## config.mk

```make
export PLATFORM = sky130hd
export DESIGN_NAME = river_mem_axi_bridge
export DESIGN_NICKNAME = d
export VERILOG_FILES = /design/src/rtl/river_axi_pkg.sv /design/src/rtl/river_mem_axi_bridge.sv
export SDC_FILE = /design/constraint.sdc
export NUM_CORES = 1
export LEC_CHECK = 0
export CAP_MARGIN = 20
export CORE_AREA = 8 8 337 339
export DETAILED_ROUTE_END_ITERATION = 7
export DIE_AREA = 0 0 345 347
export GPL_TIMING_DRIVEN = 0
export MAX_ROUTING_LAYER = met4
export PLACE_DENSITY_LB_ADDON = 0.05
export REMOVE_ABC_BUFFERS = 1
export SYNTH_ARGS = -nofsm -noshare
export SYNTH_HDL_FRONTEND = slang
export SYNTH_SLANG_ARGS = --single-unit
```

## constraint.sdc

```tcl
create_clock -name i_clk -period 4.3 [get_ports i_clk]
set_input_delay 1.075 -clock i_clk [delete_from_list [all_inputs] [get_ports i_clk]]
set_output_delay 1.075 -clock i_clk [all_outputs]
set_load 0.01 [all_outputs]
```

## src/rtl/river_axi_pkg.sv

```systemverilog
// Shared AXI4 channel definitions and River L1 memory-port encodings
// used by the L1-to-AXI memory bridge.
package river_axi_pkg;

    localparam int CFG_CPU_ADDR_BITS = 48;
    localparam int L1CACHE_LINE_BITS = 256;
    localparam int AXI_DATA_BITS     = 64;
    localparam int AXI_STRB_BITS     = AXI_DATA_BITS / 8;

    localparam logic [1:0] BURST_FIXED = 2'b00;
    localparam logic [1:0] BURST_INCR  = 2'b01;
    localparam logic [2:0] SIZE_8B     = 3'd3;

    localparam logic [1:0] RESP_OKAY   = 2'b00;
    localparam logic [1:0] RESP_EXOKAY = 2'b01;
    localparam logic [1:0] RESP_SLVERR = 2'b10;
    localparam logic [1:0] RESP_DECERR = 2'b11;

    localparam int REQ_MEM_TYPE_WRITE  = 0;
    localparam int REQ_MEM_TYPE_CACHED = 1;
    localparam int REQ_MEM_TYPE_UNIQUE = 2;

    typedef struct packed {
        logic [CFG_CPU_ADDR_BITS-1:0] addr;
        logic [7:0]                   len;
        logic [2:0]                   size;
        logic [1:0]                   burst;
    } axi_ar_chan_t;

    typedef struct packed {
        logic [CFG_CPU_ADDR_BITS-1:0] addr;
        logic [7:0]                   len;
        logic [2:0]                   size;
        logic [1:0]                   burst;
    } axi_aw_chan_t;

    typedef struct packed {
        logic [AXI_DATA_BITS-1:0] data;
        logic [AXI_STRB_BITS-1:0] strb;
        logic                     last;
    } axi_w_chan_t;

    typedef struct packed {
        logic [AXI_DATA_BITS-1:0] data;
        logic [1:0]               resp;
        logic                     last;
    } axi_r_chan_t;

    typedef struct packed {
        logic [1:0] resp;
    } axi_b_chan_t;

    typedef enum logic [2:0] {
        ST_IDLE,
        ST_AR,
        ST_R,
        ST_AW,
        ST_W,
        ST_B,
        ST_RESP
    } bridge_state_t;

endpackage

```

## src/rtl/river_mem_axi_bridge.sv

```systemverilog
// River L1 memory port to AXI4 master bridge: one line burst or one uncached
// beat in flight, read beats gathered into a single line-wide response pulse.
module river_mem_axi_bridge
    import river_axi_pkg::*;
#(
    parameter int abits     = CFG_CPU_ADDR_BITS,
    parameter int line_bits = L1CACHE_LINE_BITS,
    parameter int beats     = line_bits / AXI_DATA_BITS
) (
    input  logic                   i_clk,
    input  logic                   i_rst,
    input  logic                   i_req_mem_valid,
    output logic                   o_req_mem_ready,
    input  logic                   i_req_mem_path,
    input  logic [2:0]             i_req_mem_type,
    input  logic [2:0]             i_req_mem_size,
    input  logic [abits-1:0]       i_req_mem_addr,
    input  logic [line_bits/8-1:0] i_req_mem_strob,
    input  logic [line_bits-1:0]   i_req_mem_data,
    output logic                   o_resp_mem_valid,
    output logic                   o_resp_mem_path,
    output logic [line_bits-1:0]   o_resp_mem_data,
    output logic                   o_resp_mem_load_fault,
    output logic                   o_resp_mem_store_fault,
    output logic                   o_ar_valid,
    input  logic                   i_ar_ready,
    output logic [abits-1:0]       o_ar_addr,
    output logic [7:0]             o_ar_len,
    output logic [2:0]             o_ar_size,
    output logic [1:0]             o_ar_burst,
    input  logic                   i_r_valid,
    output logic                   o_r_ready,
    input  logic [63:0]            i_r_data,
    input  logic [1:0]             i_r_resp,
    input  logic                   i_r_last,
    output logic                   o_aw_valid,
    input  logic                   i_aw_ready,
    output logic [abits-1:0]       o_aw_addr,
    output logic [7:0]             o_aw_len,
    output logic [2:0]             o_aw_size,
    output logic [1:0]             o_aw_burst,
    output logic                   o_w_valid,
    input  logic                   i_w_ready,
    output logic [63:0]            o_w_data,
    output logic [7:0]             o_w_strb,
    output logic                   o_w_last,
    input  logic                   i_b_valid,
    output logic                   o_b_ready,
    input  logic [1:0]             i_b_resp
);

    bridge_state_t state, state_next;

    logic [abits-1:0]       req_addr;
    logic [2:0]             req_size;
    logic                   req_cached;
    logic                   req_path;
    logic [line_bits/8-1:0] req_strob;
    logic [line_bits-1:0]   req_data;
    logic [line_bits-1:0]   rd_line;
    logic                   load_fault;
    logic                   store_fault;
    logic [1:0]             beat_cnt;
    logic [1:0]             lane;

    logic req_fire, ar_fire, aw_fire, r_fire, w_fire, b_fire;

    axi_ar_chan_t ar_chan;
    axi_aw_chan_t aw_chan;
    axi_w_chan_t  w_chan;
    axi_r_chan_t  r_chan;
    axi_b_chan_t  b_chan;

    logic unused_bits;

    function automatic logic [63:0] lane_get(input logic [line_bits-1:0] line,
                                             input logic [1:0]           idx);
        return line[{idx, 6'b0} +: 64];
    endfunction

    function automatic logic [line_bits-1:0] lane_put(input logic [line_bits-1:0] line,
                                                      input logic [1:0]           idx,
                                                      input logic [63:0]          word);
        logic [line_bits-1:0] res;
        res = line;
        res[{idx, 6'b0} +: 64] = word;
        return res;
    endfunction

    assign r_chan = '{data: i_r_data, resp: i_r_resp, last: i_r_last};
    assign b_chan = '{resp: i_b_resp};

    assign req_fire = i_req_mem_valid & o_req_mem_ready;
    assign ar_fire  = o_ar_valid & i_ar_ready;
    assign aw_fire  = o_aw_valid & i_aw_ready;
    assign r_fire   = i_r_valid & o_r_ready;
    assign w_fire   = o_w_valid & i_w_ready;
    assign b_fire   = i_b_valid & o_b_ready;

    // Line bursts walk the lanes with the beat counter; a single uncached
    // beat always lives in the lane picked by the address.
    assign lane = req_cached ? beat_cnt : req_addr[4:3];

    always_ff @(posedge i_clk) begin
        if (i_rst) begin
            state <= ST_IDLE;
        end else begin
            state <= state_next;
        end
    end

    always_comb begin
        state_next = state;
        case (state)
            ST_IDLE: begin
                if (req_fire) begin
                    state_next = i_req_mem_type[REQ_MEM_TYPE_WRITE] ? ST_AW : ST_AR;
                end
            end
            ST_AR:   if (ar_fire) state_next = ST_R;
            ST_R:    if (r_fire && r_chan.last) state_next = ST_RESP;
            ST_AW:   if (aw_fire) state_next = ST_W;
            ST_W:    if (w_fire && w_chan.last) state_next = ST_B;
            ST_B:    if (b_fire) state_next = ST_RESP;
            ST_RESP: state_next = ST_IDLE;
            default: state_next = ST_IDLE;
        endcase
    end

    always_comb begin
        o_req_mem_ready  = 1'b0;
        o_ar_valid       = 1'b0;
        o_r_ready        = 1'b0;
        o_aw_valid       = 1'b0;
        o_w_valid        = 1'b0;
        o_b_ready        = 1'b0;
        o_resp_mem_valid = 1'b0;
        case (state)
            ST_IDLE: o_req_mem_ready  = 1'b1;
            ST_AR:   o_ar_valid       = 1'b1;
            ST_R:    o_r_ready        = 1'b1;
            ST_AW:   o_aw_valid       = 1'b1;
            ST_W:    o_w_valid        = 1'b1;
            ST_B:    o_b_ready        = 1'b1;
            ST_RESP: o_resp_mem_valid = 1'b1;
            default: o_req_mem_ready  = 1'b0;
        endcase
    end

    // Address channels are built only from latched request fields so the
    // payload cannot move while valid is waiting for ready.
    always_comb begin
        ar_chan.addr  = req_cached ? {req_addr[abits-1:5], 5'b0} : req_addr;
        ar_chan.len   = req_cached ? 8'(beats - 1) : 8'd0;
        ar_chan.size  = req_cached ? SIZE_8B : req_size;
        ar_chan.burst = BURST_INCR;
        aw_chan.addr  = ar_chan.addr;
        aw_chan.len   = ar_chan.len;
        aw_chan.size  = ar_chan.size;
        aw_chan.burst = ar_chan.burst;
        w_chan.data   = lane_get(req_data, lane);
        w_chan.strb   = req_strob[{lane, 3'b0} +: 8];
        w_chan.last   = req_cached ? (beat_cnt == 2'(beats - 1)) : 1'b1;
    end

    always_ff @(posedge i_clk) begin
        if (i_rst) begin
            req_addr    <= '0;
            req_size    <= '0;
            req_cached  <= 1'b0;
            req_path    <= 1'b0;
            req_strob   <= '0;
            req_data    <= '0;
            rd_line     <= '0;
            load_fault  <= 1'b0;
            store_fault <= 1'b0;
            beat_cnt    <= '0;
        end else begin
            if (req_fire) begin
                req_addr    <= i_req_mem_addr;
                req_size    <= i_req_mem_size;
                req_cached  <= i_req_mem_type[REQ_MEM_TYPE_CACHED];
                req_path    <= i_req_mem_path;
                req_strob   <= i_req_mem_strob;
                req_data    <= i_req_mem_data;
                rd_line     <= '0;
                load_fault  <= 1'b0;
                store_fault <= 1'b0;
                beat_cnt    <= '0;
            end
            if (r_fire) begin
                rd_line    <= lane_put(rd_line, lane, r_chan.data);
                load_fault <= load_fault | r_chan.resp[1];
                beat_cnt   <= beat_cnt + 2'd1;
            end
            if (w_fire) begin
                beat_cnt <= beat_cnt + 2'd1;
            end
            if (b_fire) begin
                store_fault <= b_chan.resp[1];
            end
        end
    end

    assign o_ar_addr  = ar_chan.addr;
    assign o_ar_len   = ar_chan.len;
    assign o_ar_size  = ar_chan.size;
    assign o_ar_burst = ar_chan.burst;

    assign o_aw_addr  = aw_chan.addr;
    assign o_aw_len   = aw_chan.len;
    assign o_aw_size  = aw_chan.size;
    assign o_aw_burst = aw_chan.burst;

    assign o_w_data = w_chan.data;
    assign o_w_strb = w_chan.strb;
    assign o_w_last = w_chan.last;

    assign o_resp_mem_path        = req_path;
    assign o_resp_mem_data        = rd_line;
    assign o_resp_mem_load_fault  = load_fault;
    assign o_resp_mem_store_fault = store_fault;

    // OKAY and EXOKAY differ only in bit 0, which never signals a fault.
    assign unused_bits = ^{i_req_mem_type[REQ_MEM_TYPE_UNIQUE], r_chan.resp[0], b_chan.resp[0]};

endmodule

```

==> flow_summary_export.csv <==
group,metric,value,unit
yosys,synth_xor_area_frac,0,
finish,fin_nets,3739,
floorplanning,pin_count,881,
yosys,synth_top_area_share,0.5079,
power_and_ir_drop,sequentialPowerShare,0.408,
setup_path,worst-path-buf-inv,7,
yosys,synth-compound-area-share,0.1622,
finish,drive_gt1_frac,0.05356,
cts,clockRootBuffer,"clkbuf_16",
floorplanning,start_util,0.2202,
setup_path,crit_chain,"buf_4 -> a21oi_4 -> buf_16 -> buf_16 -> buf_12 -> buf_16 -> buf_16 -> mux2i_1 -> clkdlybuf4s50_1",
timing,relSlewSlack,0.3776,
global_routing,grt_pass1_wl,154900,um
yosys,synth_async_sr_flop_share,0,
timing,min_period,4.161,ns
cts,clockBufferDepth,3,
floorplanning,dieHeight,347,um
timing,tightest_slew,0.9336,ns
setup_path,critPathCapture,"o_w_data[54]",
finish,area_growth_syn_to_layout,50.33,%
cts,cts_buffers,77,
power_and_ir_drop,leakage,13.18,nW
setup_path,critical_path_required,3.22,ns
timing,hold_slack,0.4499,ns
drt,ant_nets,0,
floorplanning,dieWidth,345,um
drt,drt_iter0_drc,971,
cts,cts.sinks,604,
setup_path,rr_startpoint,"state[1]",
cts,clk_latency,0.63,ns
floorplanning,fp-row-count,121,
power_and_ir_drop,p_int,10.74,mW
placed_design,routabilityCongestion,0.7493,
yosys,synthDistinctLibCells,41,
drt,finalWirelength,108100,um
yosys,synthTopCellsByArea,"dfxtp_1, nand2_1, mux2i_1",
drt,wire_per_inst,22.36,um
setup_path,reg2reg_slack,1.02,ns
timing,setup_viol,0,
yosys,ys_seq_area_frac,0.5079,
timing,maxSlewViolCount,0,
timing,finalHoldViolations,0,
global_routing,met1_usage,0.1904,
power_and_ir_drop,ir_drop,259.5,uV
global_routing,grt_pass1_vias,21580,
worst_hold_path,hp-class,"reg -> reg",
global_routing,antenna_found_initial,63,
global_routing,overflow,0,
global_routing,use_met2,0.2888,
global_routing,grt_max_degree,132,
setup_path,ff2ff_path_depth,7,
global_routing,grtUsageMet3,0.07700,
power_and_ir_drop,power_frac_comb,0.185,
setup_path,critPathMaxFanout,15,
cts,path_clk_slew,0.05,ns
setup_path,cpLargestDelayFamily,"buffers and inverters",
setup_path,worstSetupPathType,"reg -> out",
yosys,yosysMostFrequentCell,"nand2_1",
power_and_ir_drop,p_sw,4.223,mW
timing,rsz0062_at_grt,"no",
yosys,synthCells,2640,
yosys,syn_area,23810,um^2
setup_path,slowest_delay,0.61,ns
yosys,synthAdderAreaFrac,0.003153,
yosys,ys_ff_latch,604,
worst_hold_path,hold_depth,2,
drt,num_vias,21390,
yosys,synth_top_family_by_area,"compound AO/OA/AOI/OAI gates",
yosys,syn_avg_cell_area,9.018,um^2
yosys,synthTopCellsByCount,"nand2_1, dfxtp_1, a21oi_1, mux2i_1, a22o_1",
placed_design,dp_hpwl,78700,um
finish,fin_area,35790,um^2
power_and_ir_drop,swShare,0.2823,
yosys,synth_mux_area_frac,0.09176,
yosys,synth_flop_cell,"dfxtp_1",
setup_path,start_kind,"flop",
yosys,yosysWarnings,0,
yosys,synth_edf_count,0,
global_routing,grtUsageTotal,0.1763,
yosys,synth-simple-area-share,0.1470,
power_and_ir_drop,clkPwrFrac,0.407,
placed_design,portBuffers,861,
drt,first_pass_iters,5,
power_and_ir_drop,power_density,418.1,nW/um^2
setup_path,endpoint_kind,"output port",
cts,cts_tree,"done",
setup_path,reg2reg_to,"o_resp_mem_data[196]",
setup_path,critPathArrivalTime,3.09,ns
drt,drcViolationCount,0,
setup_path,path_depth,9,
outcome,status,"finished, final reports clean",
setup_path,crit_path_frequent_cell,"buf_16",
placed_design,dpl-instance-area,33200,um^2
setup_path,critPathSlowestCell,"clkdlybuf4s50_1",
yosys,yosys.area.top_type,"dfxtp_1",
job,timing.max_cap.violations,0,
timing,fmax,240.3,MHz
global_routing,busiest_layer,"met2",
drt,route.detailed.vias_per_inst,4.425,
timing,skew,0.01957,ns
cts,cts_max_level,3,
floorplanning,core,108100,um^2
timing,period_share,0.9676,
setup_path,crit_start,"req_cached",
floorplanning,die-area,119700,um^2
-- kinds of logic after synthesis --
family	Yosys count
adder cells (fa/ha/maj)	6
AO/OA/AOI/OAI	617
multiplexers	218
AND/OR/NAND/NOR	858
other	2
flip-flops	604
buffers and inverters	335
-- sequential cells by signal, summed over array words and instances, names as in the netlist --
register	cells
o_resp_mem_data	256
req_data	256
req_addr	48
req_strob	32
req_size	3
state	3
beat_cnt	2
o_resp_mem_load_fault	1
o_resp_mem_path	1
o_resp_mem_store_fault	1
req_cached	1
-- cell usage in the layout, fill, tap and decap left out, types with 2 or more instances in the layout --
cell and count:
clkbuf_8 8, buf_4 13, buf_12 7, clkinv_2 11, nor3b_1 3, clkbuf_1 23
a21oi_1 414, and2_4 2, mux2_2 2, clkdlybuf4s50_1 839, dlymetal6s2s_1 4, nand3b_1 3
nand3_1 131, clkinv_8 2, nand2b_1 2, clkbuf_16 79, buf_16 28, and3_4 2
dlygate4sd2_1 17, nor2b_2 2, or2_2 2, a22o_1 192, buf_8 2, ha_1 6
a21oi_4 5, diode_2 59, nor3_1 2, nor2_1 7, nand2_1 686, mux2i_1 215
dfxtp_1 603, conb_1 16, inv_6 3, nor2b_1 6, inv_1 2
-- cell type report --
class	instances	area, um^2
antenna	59	147.6
clock buffer	110	2173
clock inverter	17	143.9
fill	11220	72310
inverter	3	27.53
multi-input combinational	1715	9756
sequential	604	12100
tap	1414	1769
timing repair buffer	911	9668
timing repair inverter	1	8.758
-- worst min-delay path, stage by stage (launching register included) --
cell,delay (ns)
dfxtp_1,0.30
nand2_1,0.05
a21oi_1,0.05
-- layer usage --
metal | routed length [um] | vias to the layer above
li1 | - | 10330
met1 | 43290 | 10220
met2 | 51770 | 701
met3 | 10030 | 139
met4 | 3009 | 0
met5 | 0 | -
-- what timing repair did --
action / 4_1_cts / 5_1_grt
setup endpoints to repair: 72 / 14
hold buffers: 0 / 0
resized for setup: 26 / 5
buffers inserted: 4 / 0
gates cloned: 3 / 0
-- worst min-delay path by stage --
stage	start	end	slack, ns
4_1_cts	req_addr[4]	req_addr[4]	0.45
3_5_place_dp	req_addr[4]	req_addr[4]	0.44
2_1_floorplan	req_size[0]	req_size[0]	0.43
3_3_place_gp	req_addr[3]	req_addr[3]	0.44
5_1_grt	req_addr[2]	req_addr[2]	0.46
6_report	req_data[95]	req_data[95]	0.45
-- stage by stage --
step	instances	setup TNS [ns]	power (mW)	util	worst slack (ns)
detailed placement	4641	-28.50	9.043	0.3071	-0.4971
floorplan	2322	-2583.35	7.509	-	-8.352
CTS	4775	0	15.30	0.3295	0.001141
finish	4834	0	14.96	0.3311	0.1393
global route	4833	0	15.76	0.3311	0.0009455
global placement	4597	-8498.14	9.242	0.2976	-32.28
-- power groups by stage --
stage	logic [mW]	clock network, mW	registers [mW]
after floorplan	1.28	0	6.23
after global placement	3.02	0	6.23
after detailed placement	2.82	0	6.23
after CTS	2.85	6.35	6.10
after global routing	3.02	6.60	6.14
final	2.77	6.09	6.10
Power figures use the tool's default switching activity.
